File: config.mk
export PLATFORM = sky130hd
export DESIGN_NAME = fdc_meas_ctrl_flat
export DESIGN_NICKNAME = d
export VERILOG_FILES = /design/src/rtl/fdc_meas_ctrl_if.sv /design/src/rtl/fdc_meas_ctrl.sv /design/src/flat_wrapper.sv
export SDC_FILE = /design/constraint.sdc
export NUM_CORES = 1
export LEC_CHECK = 0
export CORE_ASPECT_RATIO = 0.8
export CORE_UTILIZATION = 40
export DETAILED_ROUTE_END_ITERATION = 8
export PLACE_DENSITY = 0.66
export SLEW_MARGIN = 20
export SYNTH_ARGS = -nofsm -noshare
export SYNTH_HDL_FRONTEND = slang
export SYNTH_SLANG_ARGS = --single-unit
File: constraint.sdc
create_clock -name clk -period 3 [get_ports clk]
set_input_delay 0.3 -clock clk [delete_from_list [all_inputs] [get_ports clk]]
set_output_delay 0.3 -clock clk [all_outputs]
set_load 0.01 [all_outputs]
File: src/rtl/fdc_meas_ctrl_if.sv
// Purpose : bundles the control, pin and result signals of the FDC measurement sequencer.
// Latency : n/a (wiring only).
// Backpressure: none; start is a level sampled by the sequencer while idle.
//
// Ports (sequencer side, modport slave):
//   in  start, cont, abort, chan_req, win_len[WIN_W], ref_in, vco_in
//   out sel_out, fdc_rst, busy, result[CNT_W], result_valid, overflow
interface fdc_meas_ctrl_if #(
    parameter int CNT_W = 5,
    parameter int WIN_W = 8
);
    logic             start;
    logic             cont;
    logic             abort;
    logic             chan_req;
    logic [WIN_W-1:0] win_len;
    logic             ref_in;
    logic             vco_in;
    logic             sel_out;
    logic             fdc_rst;
    logic             busy;
    logic [CNT_W-1:0] result;
    logic             result_valid;
    logic             overflow;

    modport slave (
        input  start, cont, abort, chan_req, win_len, ref_in, vco_in,
        output sel_out, fdc_rst, busy, result, result_valid, overflow
    );

    modport master (
        output start, cont, abort, chan_req, win_len, ref_in, vco_in,
        input  sel_out, fdc_rst, busy, result, result_valid, overflow
    );
endinterface

File: src/rtl/fdc_meas_ctrl.sv
// Purpose : FDC measurement sequencer: select channel, settle under reset, gate VCO edges over win_len ref periods.
// Latency : SETTLE cycles + wait for ref edge + win_len ref periods + 1 DONE cycle; pin edges seen 2-3 clk late.
// Backpressure: none; start ignored while busy, abort returns to IDLE from any state.
//
// Ports:
//   clk, rst_n    : system clock, asynchronous active-low reset
//   bus (slave)   : start/cont/abort/chan_req/win_len controls, async ref_in/vco_in pins,
//                   sel_out/fdc_rst to the FDC core, busy, result/overflow with result_valid strobe
module fdc_meas_ctrl #(
    parameter int CNT_W  = 5,
    parameter int WIN_W  = 8,
    parameter int SETTLE = 4
) (
    input  logic          clk,
    input  logic          rst_n,
    fdc_meas_ctrl_if.slave bus
);

    localparam logic [7:0]       SETTLE_LAST = 8'(SETTLE - 1);
    localparam logic [CNT_W-1:0] CNT_MAX     = {CNT_W{1'b1}};

    typedef enum logic [2:0] {
        S_IDLE,
        S_SETTLE,
        S_ARM,
        S_GATE,
        S_DONE
    } state_t;

    state_t state;
    state_t state_nxt;

    // Pin synchronizers: [0],[1] are the two metastability stages, [2] is history.
    logic [2:0] ref_sh;
    logic [2:0] vco_sh;
    logic       ref_pulse;
    logic       vco_pulse;

    logic             sel_q;
    logic [WIN_W-1:0] win_lat;
    logic [7:0]       settle_cnt;
    logic [WIN_W-1:0] ref_cnt;
    logic [WIN_W-1:0] ref_cnt_inc;
    logic [CNT_W-1:0] cnt;
    logic             ovf;
    logic [CNT_W-1:0] cnt_nxt;
    logic             ovf_nxt;
    logic [CNT_W-1:0] result_q;
    logic             overflow_q;

    logic load_cfg;
    logic settle_done;
    logic gate_close;

    always_ff @(posedge clk or negedge rst_n) begin
        if (!rst_n) begin
            ref_sh <= '0;
            vco_sh <= '0;
        end else begin
            ref_sh <= {ref_sh[1:0], bus.ref_in};
            vco_sh <= {vco_sh[1:0], bus.vco_in};
        end
    end

    assign ref_pulse = ref_sh[1] & ~ref_sh[2];
    assign vco_pulse = vco_sh[1] & ~vco_sh[2];

    // Channel and gate length are captured only when SETTLE is entered, so the
    // core always leaves reset with the select it settled on.
    assign load_cfg = !bus.abort &&
                      ((state == S_IDLE && bus.start) || (state == S_DONE && bus.cont));

    assign settle_done = (settle_cnt == SETTLE_LAST);
    assign ref_cnt_inc = ref_cnt + WIN_W'(1);
    assign gate_close  = (state == S_GATE) && ref_pulse && (ref_cnt_inc == win_lat);

    // Saturating count; a VCO pulse in the closing cycle is still folded in.
    always_comb begin
        cnt_nxt = cnt;
        ovf_nxt = ovf;
        if (vco_pulse) begin
            if (cnt == CNT_MAX) begin
                ovf_nxt = 1'b1;
            end else begin
                cnt_nxt = cnt + CNT_W'(1);
            end
        end
    end

    // FSM: state register
    always_ff @(posedge clk or negedge rst_n) begin
        if (!rst_n) begin
            state <= S_IDLE;
        end else begin
            state <= state_nxt;
        end
    end

    // FSM: next-state logic; abort outranks every other input
    always_comb begin
        state_nxt = state;
        if (bus.abort && state != S_IDLE) begin
            state_nxt = S_IDLE;
        end else begin
            case (state)
                S_IDLE:   if (bus.start) state_nxt = S_SETTLE;
                S_SETTLE: if (settle_done) state_nxt = S_ARM;
                S_ARM:    if (ref_pulse) state_nxt = S_GATE;
                S_GATE:   if (gate_close) state_nxt = S_DONE;
                S_DONE:   state_nxt = bus.cont ? S_SETTLE : S_IDLE;
                default:  state_nxt = S_IDLE;
            endcase
        end
    end

    // FSM: Moore outputs
    always_comb begin
        bus.busy         = 1'b1;
        bus.fdc_rst      = 1'b1;
        bus.result_valid = 1'b0;
        case (state)
            S_IDLE:   bus.busy = 1'b0;
            S_ARM:    bus.fdc_rst = 1'b0;
            S_GATE:   bus.fdc_rst = 1'b0;
            S_DONE:   bus.result_valid = 1'b1;
            default:  ;
        endcase
    end

    // Datapath
    always_ff @(posedge clk or negedge rst_n) begin
        if (!rst_n) begin
            sel_q      <= 1'b0;
            win_lat    <= WIN_W'(1);
            settle_cnt <= '0;
            ref_cnt    <= '0;
            cnt        <= '0;
            ovf        <= 1'b0;
            result_q   <= '0;
            overflow_q <= 1'b0;
        end else begin
            if (load_cfg) begin
                sel_q      <= bus.chan_req;
                win_lat    <= (bus.win_len == '0) ? WIN_W'(1) : bus.win_len;
                settle_cnt <= '0;
            end else if (state == S_SETTLE) begin
                settle_cnt <= settle_cnt + 8'd1;
            end

            // The opening ref edge only clears; its coincident VCO pulse is dropped.
            if (state == S_ARM && ref_pulse) begin
                cnt     <= '0;
                ovf     <= 1'b0;
                ref_cnt <= '0;
            end else if (state == S_GATE) begin
                cnt <= cnt_nxt;
                ovf <= ovf_nxt;
                if (ref_pulse) begin
                    ref_cnt <= ref_cnt_inc;
                end
            end

            // Publish on the edge into DONE so result is stable while result_valid is high.
            if (gate_close && !bus.abort) begin
                result_q   <= cnt_nxt;
                overflow_q <= ovf_nxt;
            end
        end
    end

    assign bus.sel_out  = sel_q;
    assign bus.result   = result_q;
    assign bus.overflow = overflow_q;

endmodule

File: src/flat_wrapper.sv
// flat-port wrapper written by rule: the top's interface ports become plain ports
module fdc_meas_ctrl_flat 
#(
    parameter int CNT_W  = 5,
    parameter int WIN_W  = 8,
    parameter int SETTLE = 4
)
  (clk, rst_n, bus_start, bus_cont, bus_abort, bus_chan_req, bus_win_len, bus_ref_in, bus_vco_in, bus_sel_out, bus_fdc_rst, bus_busy, bus_result, bus_result_valid, bus_overflow);
  fdc_meas_ctrl_if #(.CNT_W(CNT_W), .WIN_W(WIN_W)) bus_i ();
  input  logic clk;
  input  logic rst_n;
  input wire logic [$bits(bus_i.start)-1:0] bus_start;
  input wire logic [$bits(bus_i.cont)-1:0] bus_cont;
  input wire logic [$bits(bus_i.abort)-1:0] bus_abort;
  input wire logic [$bits(bus_i.chan_req)-1:0] bus_chan_req;
  input wire logic [$bits(bus_i.win_len)-1:0] bus_win_len;
  input wire logic [$bits(bus_i.ref_in)-1:0] bus_ref_in;
  input wire logic [$bits(bus_i.vco_in)-1:0] bus_vco_in;
  output wire logic [$bits(bus_i.sel_out)-1:0] bus_sel_out;
  output wire logic [$bits(bus_i.fdc_rst)-1:0] bus_fdc_rst;
  output wire logic [$bits(bus_i.busy)-1:0] bus_busy;
  output wire logic [$bits(bus_i.result)-1:0] bus_result;
  output wire logic [$bits(bus_i.result_valid)-1:0] bus_result_valid;
  output wire logic [$bits(bus_i.overflow)-1:0] bus_overflow;
  assign bus_i.start = bus_start;
  assign bus_i.cont = bus_cont;
  assign bus_i.abort = bus_abort;
  assign bus_i.chan_req = bus_chan_req;
  assign bus_i.win_len = bus_win_len;
  assign bus_i.ref_in = bus_ref_in;
  assign bus_i.vco_in = bus_vco_in;
  assign bus_sel_out = bus_i.sel_out;
  assign bus_fdc_rst = bus_i.fdc_rst;
  assign bus_busy = bus_i.busy;
  assign bus_result = bus_i.result;
  assign bus_result_valid = bus_i.result_valid;
  assign bus_overflow = bus_i.overflow;
  fdc_meas_ctrl #(.CNT_W(CNT_W), .WIN_W(WIN_W), .SETTLE(SETTLE)) u_core (.clk(clk), .rst_n(rst_n), .bus(bus_i));
endmodule
==> results of run 1 <==
synthesized netlist by cell type, types with 2 or more instances:
library cell	instances	area, µm²
and3_1	4	25.0
nor2b_1	6	37.5
nand3_1	11	55.1
nand3b_4	2	40.0
o21ai_0	13	65.1
a21o_1	2	15.0
nor3b_2	2	25.0
nand2b_1	7	43.8
xor2_1	6	52.6
o31ai_1	4	30.0
ha_1	3	37.5
nor3_1	8	40.0
mux2_4	5	75.1
mux2_2	10	113
dfrtp_1	45	1130
inv_1	3	11.3
or3_1	2	12.5
nand3_2	2	20.0
mux2i_1	2	20.0
nand2_1	15	56.3
buf_2	6	30.0
a22o_1	2	17.5
clkbuf_1	2	7.51
nor2_1	25	93.8
a21oi_1	11	55.1
xnor2_1	9	78.8
sequential cells by signal, summed over array words and instances (netlist names):
name and flops:
u_core.ref_cnt 8, u_core.settle_cnt 8, u_core.win_lat 8, u_core.bus.result 5, u_core.cnt 5, u_core.ref_sh 3, u_core.state 3, u_core.vco_sh 3
u_core.bus.overflow 1, u_core.bus.sel_out 1, u_core.ovf 1
path summary, 6_finish.rpt:
path | end | slack, ps
hold / removal | u_core.settle_cnt[7] | -10
min in group clk | u_core.vco_sh[1] | 350
setup reg to reg | u_core.bus.result[1] | 730
setup / recovery | u_core.bus.result[1] | 730
hold reg to reg | u_core.vco_sh[1] | 350
max in group asynchronous | u_core.cnt[0] | 2600
kinds of logic after synthesis:
family          Yosys count  share of synthesized area
mux                      18                     0.0882
compound gates           44                      0.115
fa+ha+maj                 3                     0.0151
simple gates             95                      0.224
xor+xnor                 17                     0.0695
flops                    46                      0.464
buf+inv                  12                     0.0242
worst reg2reg max path: stages (launching register included):
cell and delay (ps):
dfrtp_1 440, ha_1 350, xor2_1 170, a211oi_1 270, nand3_1 170, nor4_4 230
nand3b_4 190, mux2_4 330
layer usage:
metal	vias up	GRT usage
met5	-	0
met4	0	0.0484
met3	7	0.0388
met2	37	0.249
met1	862	0.233
li1	881	-
power groups by stage:
stage / Clock, µW / Combinational [µW] / Sequential (µW)
after global routing: 410 / 744 / 944
after CTS: 375 / 671 / 916
after floorplan: 0 / 540 / 869
after detailed placement: 0 / 668 / 927
final: 359 / 663 / 917
after global placement: 0 / 658 / 924
cell type report:
class | instances | area (µm²)
Clock buffer | 7 | 76.3
Fill cell | 564 | 3080
Sequential cell | 46 | 1150
Multi-Input combinational cell | 177 | 1270
Tap cell | 81 | 101
Timing Repair Buffer | 26 | 255
Inverter | 3 | 11.3
metrics by stage:
step | total power (µW) | util | instance area [µm²] | setup WS, ps | cells
after global placement | 1580 | 0.469 | 2790 | 626 | 333
after floorplan | 1410 | - | 2480 | 923 | 235
after CTS | 1960 | 0.482 | 2870 | 701 | 340
final | 1940 | 0.483 | 2870 | 726 | 340
after global routing | 2100 | 0.483 | 2870 | 522 | 340
after detailed placement | 1600 | 0.469 | 2790 | 612 | 333
==> flow_summary.json, run 1 <==
{
  "grt_pass1_wl_mm": 8.47,
  "core_region_area_um2": 5940,
  "p_per_area_nw_per_um2": 676,
  "maxCapViolations": 0,
  "netSwitchingPower_uw": 673,
  "hold_violations": 9,
  "die-area_um2": 6530,
  "max-vdd-ir-drop_uv": 306,
  "netlist_instances": 235,
  "mostFrequentLayoutCells": "dfrtp_1 (45), nor2_1 (25), clkdlybuf4s50_1 (24), nand2_1 (15), o21ai_0 (13)",
  "cp-end-kind": "flop",
  "grt_pass1_vias": 1729,
  "intPower_uw": 1270,
  "highest_layer": "met4",
  "cts_tree": "done",
  "drive_gt1_frac": 0.151,
  "antenna_found_initial": 0,
  "synth.distinct_cells": 54,
  "nNetsFinal": 278,
  "ant_nets": 0,
  "pwr-share-clk": 0.185,
  "rsz0062_at_grt": "false",
  "met2_length_mm": 2.03,
  "drt_iter0_drc": 61,
  "holdWs_ps": -10.6,
  "ctsHoldBuffers": 0,
  "clk_pin_slew_worst_paths_ps": 90,
  "r2r_start": "u_core.ref_cnt[0]",
  "tightest_slew_ps": 761,
  "ios": 26,
  "core.rowCount": 25,
  "r2r_cells": 7,
  "fmax_ghz": 0.440,
  "initial_utilization": 0.418,
  "tns_ps": 0,
  "p_leak_uw": 0.00127,
  "min_path_type": "in2async",
  "drt_wl_total_mm": 4.71,
  "path_depth": 7,
  "swShare": 0.347,
  "hpwl_mm": 3.38,
  "period_share": 0.758,
  "synth_warnings": 0,
  "grt_usage": 0.164,
  "cp_num_buf_inv": 0,
  "cp_slowest_stage_delay_ps": 440,
  "crit_required_ps": 3180,
  "numCtsBuffers": 5,
  "synthesis.nets": 254,
  "startpoint": "u_core.ref_cnt[0]",
  "crit_arrival_ps": 2450,
  "finalSetupViolCount": 0,
  "period_needed_ps": 2270,
  "met3_length_um": 161,
  "worstSetupPathType": "reg2reg",
  "htree_levels": 2,
  "vias": 1787,
  "postSynth.asyncResetShare": 1.00,
  "skew_ps": 13.1,
  "synth_edf_count": 0,
  "remaining_drc_errors": 0,
  "crit_family": "simple AND/OR/NAND/NOR gates",
  "violations": "hold timing",
  "start_kind": "flop",
  "post_cts.repair.setup_buffers": 0,
  "crit_chain": "ha_1 > xor2_1 > a211oi_1 > nand3_1 > nor4_4 > nand3b_4 > mux2_4",
  "crit_slowest_cell": "dfrtp_1",
  "dr.pass1.iters": 4,
  "status": "finished, violations left",
  "ys_ff_latch": 46,
  "diodes": 0,
  "slew_headroom": 0.491,
  "syn_area_per_cell_um2": 10.6,
  "synth_top_flop_cell": "dfrtp_1",
  "finalMaxSlewViolations": 0,
  "cts_root_buf": "clkbuf_8",
  "dieHeight_um": 72.5,
  "clk_latency_ps": 300,
  "routed_via_density": 5.26,
  "post_drt_wl_per_cell_um": 13.9,
  "share_comb_of_total_power": 0.342,
  "yosysSeqAreaShare": 0.464,
  "io_buffers": 25,
  "gp_congestion": 0.826,
  "syn_to_final_growth_pct": 15.5,
  "wl_met1_mm": 2.48,
  "synth_area_um2": 2480,
  "cts_num_sinks": 46,
  "pwr-share-seq": 0.473,
  "ctsLongestPathBuffers": 2,
  "die_x_um": 90.1,
  "final_common_cell": "dfrtp_1",
  "crit_fanout": 6,
  "grt_max_degree": 47,
  "ctsResizeCount": 0,
  "gr-total-overflow": 0
}
Note: power is estimated with default switching activity, not from simulation.
==> run 2: changes to the inputs <==
==> constraint.sdc (replaced) <==
create_clock -name clk -period 2.2 [get_ports clk]
set_input_delay 0.22 -clock clk [delete_from_list [all_inputs] [get_ports clk]]
set_output_delay 0.22 -clock clk [all_outputs]
set_load 0.01 [all_outputs]
==> run 2 against run 1 <==
  * The run now ends clean
  * Final cell count rose by 5.9%
  * Die area stayed put
  * Power increased by 57%
  * Global-route usage up 0.55 points
  * Maximum frequency rose by 6.6%
  * Critical path depth is the same
  * Critical endpoint is now u_core.bus.result[0]
  * Setup slack got worse by 660 ps
  * Sequential share of layout area fell by 3.3 points
  * First-iteration DRC count rose by 34%
  * Flip-flop and latch count is the same
  * Via count rose by 2.9%
  * Wire length rose by 6.3%
==> flow_summary.json, run 2 (synthesis results as in run 1) <==
{
  "grt_pass1_wl_mm": 8.80,
  "ctsLongestPathBuffers": 2,
  "antenna_found_initial": 0,
  "crit_chain": "ha_4 > nor2b_4 > o32ai_4 > nand3_2 > nor4_4 > nand3b_4 > mux2_4",
  "remaining_drc_errors": 0,
  "cts_num_sinks": 46,
  "crit_family": "simple AND/OR/NAND/NOR gates",
  "p_leak_uw": 0.00140,
  "die_x_um": 90.1,
  "nNetsFinal": 297,
  "mostFrequentLayoutCells": "dfrtp_1 (45), clkdlybuf4s50_1 (24), nor2_1 (23), buf_4 (18), nand2_1 (15)",
  "cts_tree": "done",
  "gr-total-overflow": 0,
  "max-vdd-ir-drop_uv": 484,
  "start_kind": "flop",
  "crit_fanout": 6,
  "fmax_ghz": 0.469,
  "ant_nets": 0,
  "core.rowCount": 25,
  "routed_via_density": 5.11,
  "vias": 1839,
  "hold_violations": 0,
  "min_path_type": "reg2reg",
  "diodes": 0,
  "drt_iter0_drc": 82,
  "period_share": 0.970,
  "finalMaxSlewViolations": 0,
  "final_common_cell": "dfrtp_1",
  "status": "complete, no violations",
  "post_drt_wl_per_cell_um": 13.9,
  "p_per_area_nw_per_um2": 975,
  "crit_arrival_ps": 2330,
  "ios": 26,
  "tightest_slew_ps": 564,
  "finalSetupViolCount": 0,
  "hpwl_mm": 3.67,
  "initial_utilization": 0.418,
  "top_regs": "u_core.ref_cnt x8, u_core.settle_cnt x8, u_core.win_lat x8",
  "drive_gt1_frac": 0.233,
  "cts_root_buf": "clkbuf_8",
  "wl_met1_mm": 2.56,
  "drt_wl_total_mm": 5.01,
  "grt_usage": 0.169,
  "numCtsBuffers": 5,
  "grt_pass1_vias": 1870,
  "die-area_um2": 6530,
  "dr.pass1.iters": 4,
  "htree_levels": 2,
  "skew_ps": 14.5,
  "maxCapViolations": 0,
  "cp_slowest_stage_delay_ps": 440,
  "tns_ps": 0,
  "syn_to_final_growth_pct": 25.8,
  "io_buffers": 25,
  "met3_length_um": 146,
  "worstSetupPathType": "reg2reg",
  "cp-end-kind": "flop",
  "period_needed_ps": 2130,
  "highest_layer": "met4",
  "met2_length_mm": 2.26,
  "gp_congestion": 0.836,
  "grt_max_degree": 25,
  "crit_required_ps": 2400,
  "core_region_area_um2": 5940,
  "crit_slowest_cell": "dfrtp_1",
  "clk_pin_slew_worst_paths_ps": 90,
  "clk_latency_ps": 300,
  "slew_headroom": 0.624,
  "power_uw": 3050,
  "dieHeight_um": 72.5,
  "cp_num_buf_inv": 0
}
run 2: cell count changes in the layout (fill, tap and decap cells not counted), moves of 2 or more:
cell,delta
nor2_1,-2
clkbuf_1,-2
nor2_2,+2
buf_4,+16
bufinv_16,+2
run 2: report_power, final:
part | internal (µW) | total (µW) | switching (µW)
clock network | 455 | 751 | 296
registers | 1030 | 1250 | 215
logic | 557 | 1050 | 494
total | 2040 | 3050 | 1010
run 2: what timing repair did:
action                                  4_1_cts  5_1_grt
endpoints found under the setup margin        5        7
pin swaps                                     0        3
hold endpoints to repair                     21        0
hold buffers                                  1        0
cloned                                        0        0
gates resized for setup                       1       10
buffers inserted                              1        3
run 2: final cells by class:
| type | instances | area (µm²) |
|---|---|---|
| multi-input cells | 177 | 1310 |
| clock buffers | 5 | 68.8 |
| flip-flops and latches | 46 | 1150 |
| well taps | 81 | 101 |
| inverters | 3 | 11.3 |
| repair buffers | 45 | 410 |
| clock inverters | 3 | 68.8 |
| fillers | 557 | 2820 |
run 2: path summary, 6_finish.rpt:
check,start,endpoint,slack [ps],depth (start not counted)
min in group asynchronous,rst_n,u_core.settle_cnt[3],440,2
worst max register to register,u_core.ref_cnt[1],u_core.bus.result[0],70,7
worst max-delay path,u_core.ref_cnt[1],u_core.bus.result[0],70,7
worst min-delay path,u_core.vco_sh[0],u_core.vco_sh[1],350,0
max in group asynchronous,rst_n,u_core.vco_sh[0],1230,3
worst min register to register,u_core.vco_sh[0],u_core.vco_sh[1],350,0
run 2: layer usage:
layer,up-vias,global-route usage
met4,0,0.0448
met5,-,0
li1,921,-
met1,876,0.226
met2,36,0.281
met3,6,0.0377
run 2: through the flow:
step	util	instance area, µm²	setup WS [ps]	hold slack, ps	std cells
detailed placement	0.489	2910	-6.04	246	347
global route	0.526	3130	-14.0	354	360
floorplan	-	2480	123	-75.6	235
global placement	0.489	2910	52.1	234	347
finish	0.526	3130	65.7	355	360
CTS	0.516	3060	40.5	348	357
==> run 3: changes to the inputs <==
--- a/config.mk
+++ b/config.mk
@@ -9,7 +9,7 @@
 export CORE_UTILIZATION = 40
 export DETAILED_ROUTE_END_ITERATION = 8
 export PLACE_DENSITY = 0.66
-export SLEW_MARGIN = 20
+export SLEW_MARGIN = 15
 export SYNTH_ARGS = -nofsm -noshare
 export SYNTH_HDL_FRONTEND = slang
 export SYNTH_SLANG_ARGS = --single-unit
==> results of run 3 <==
Same layout as run 2: the final DEF is identical, and so are final timing and power.
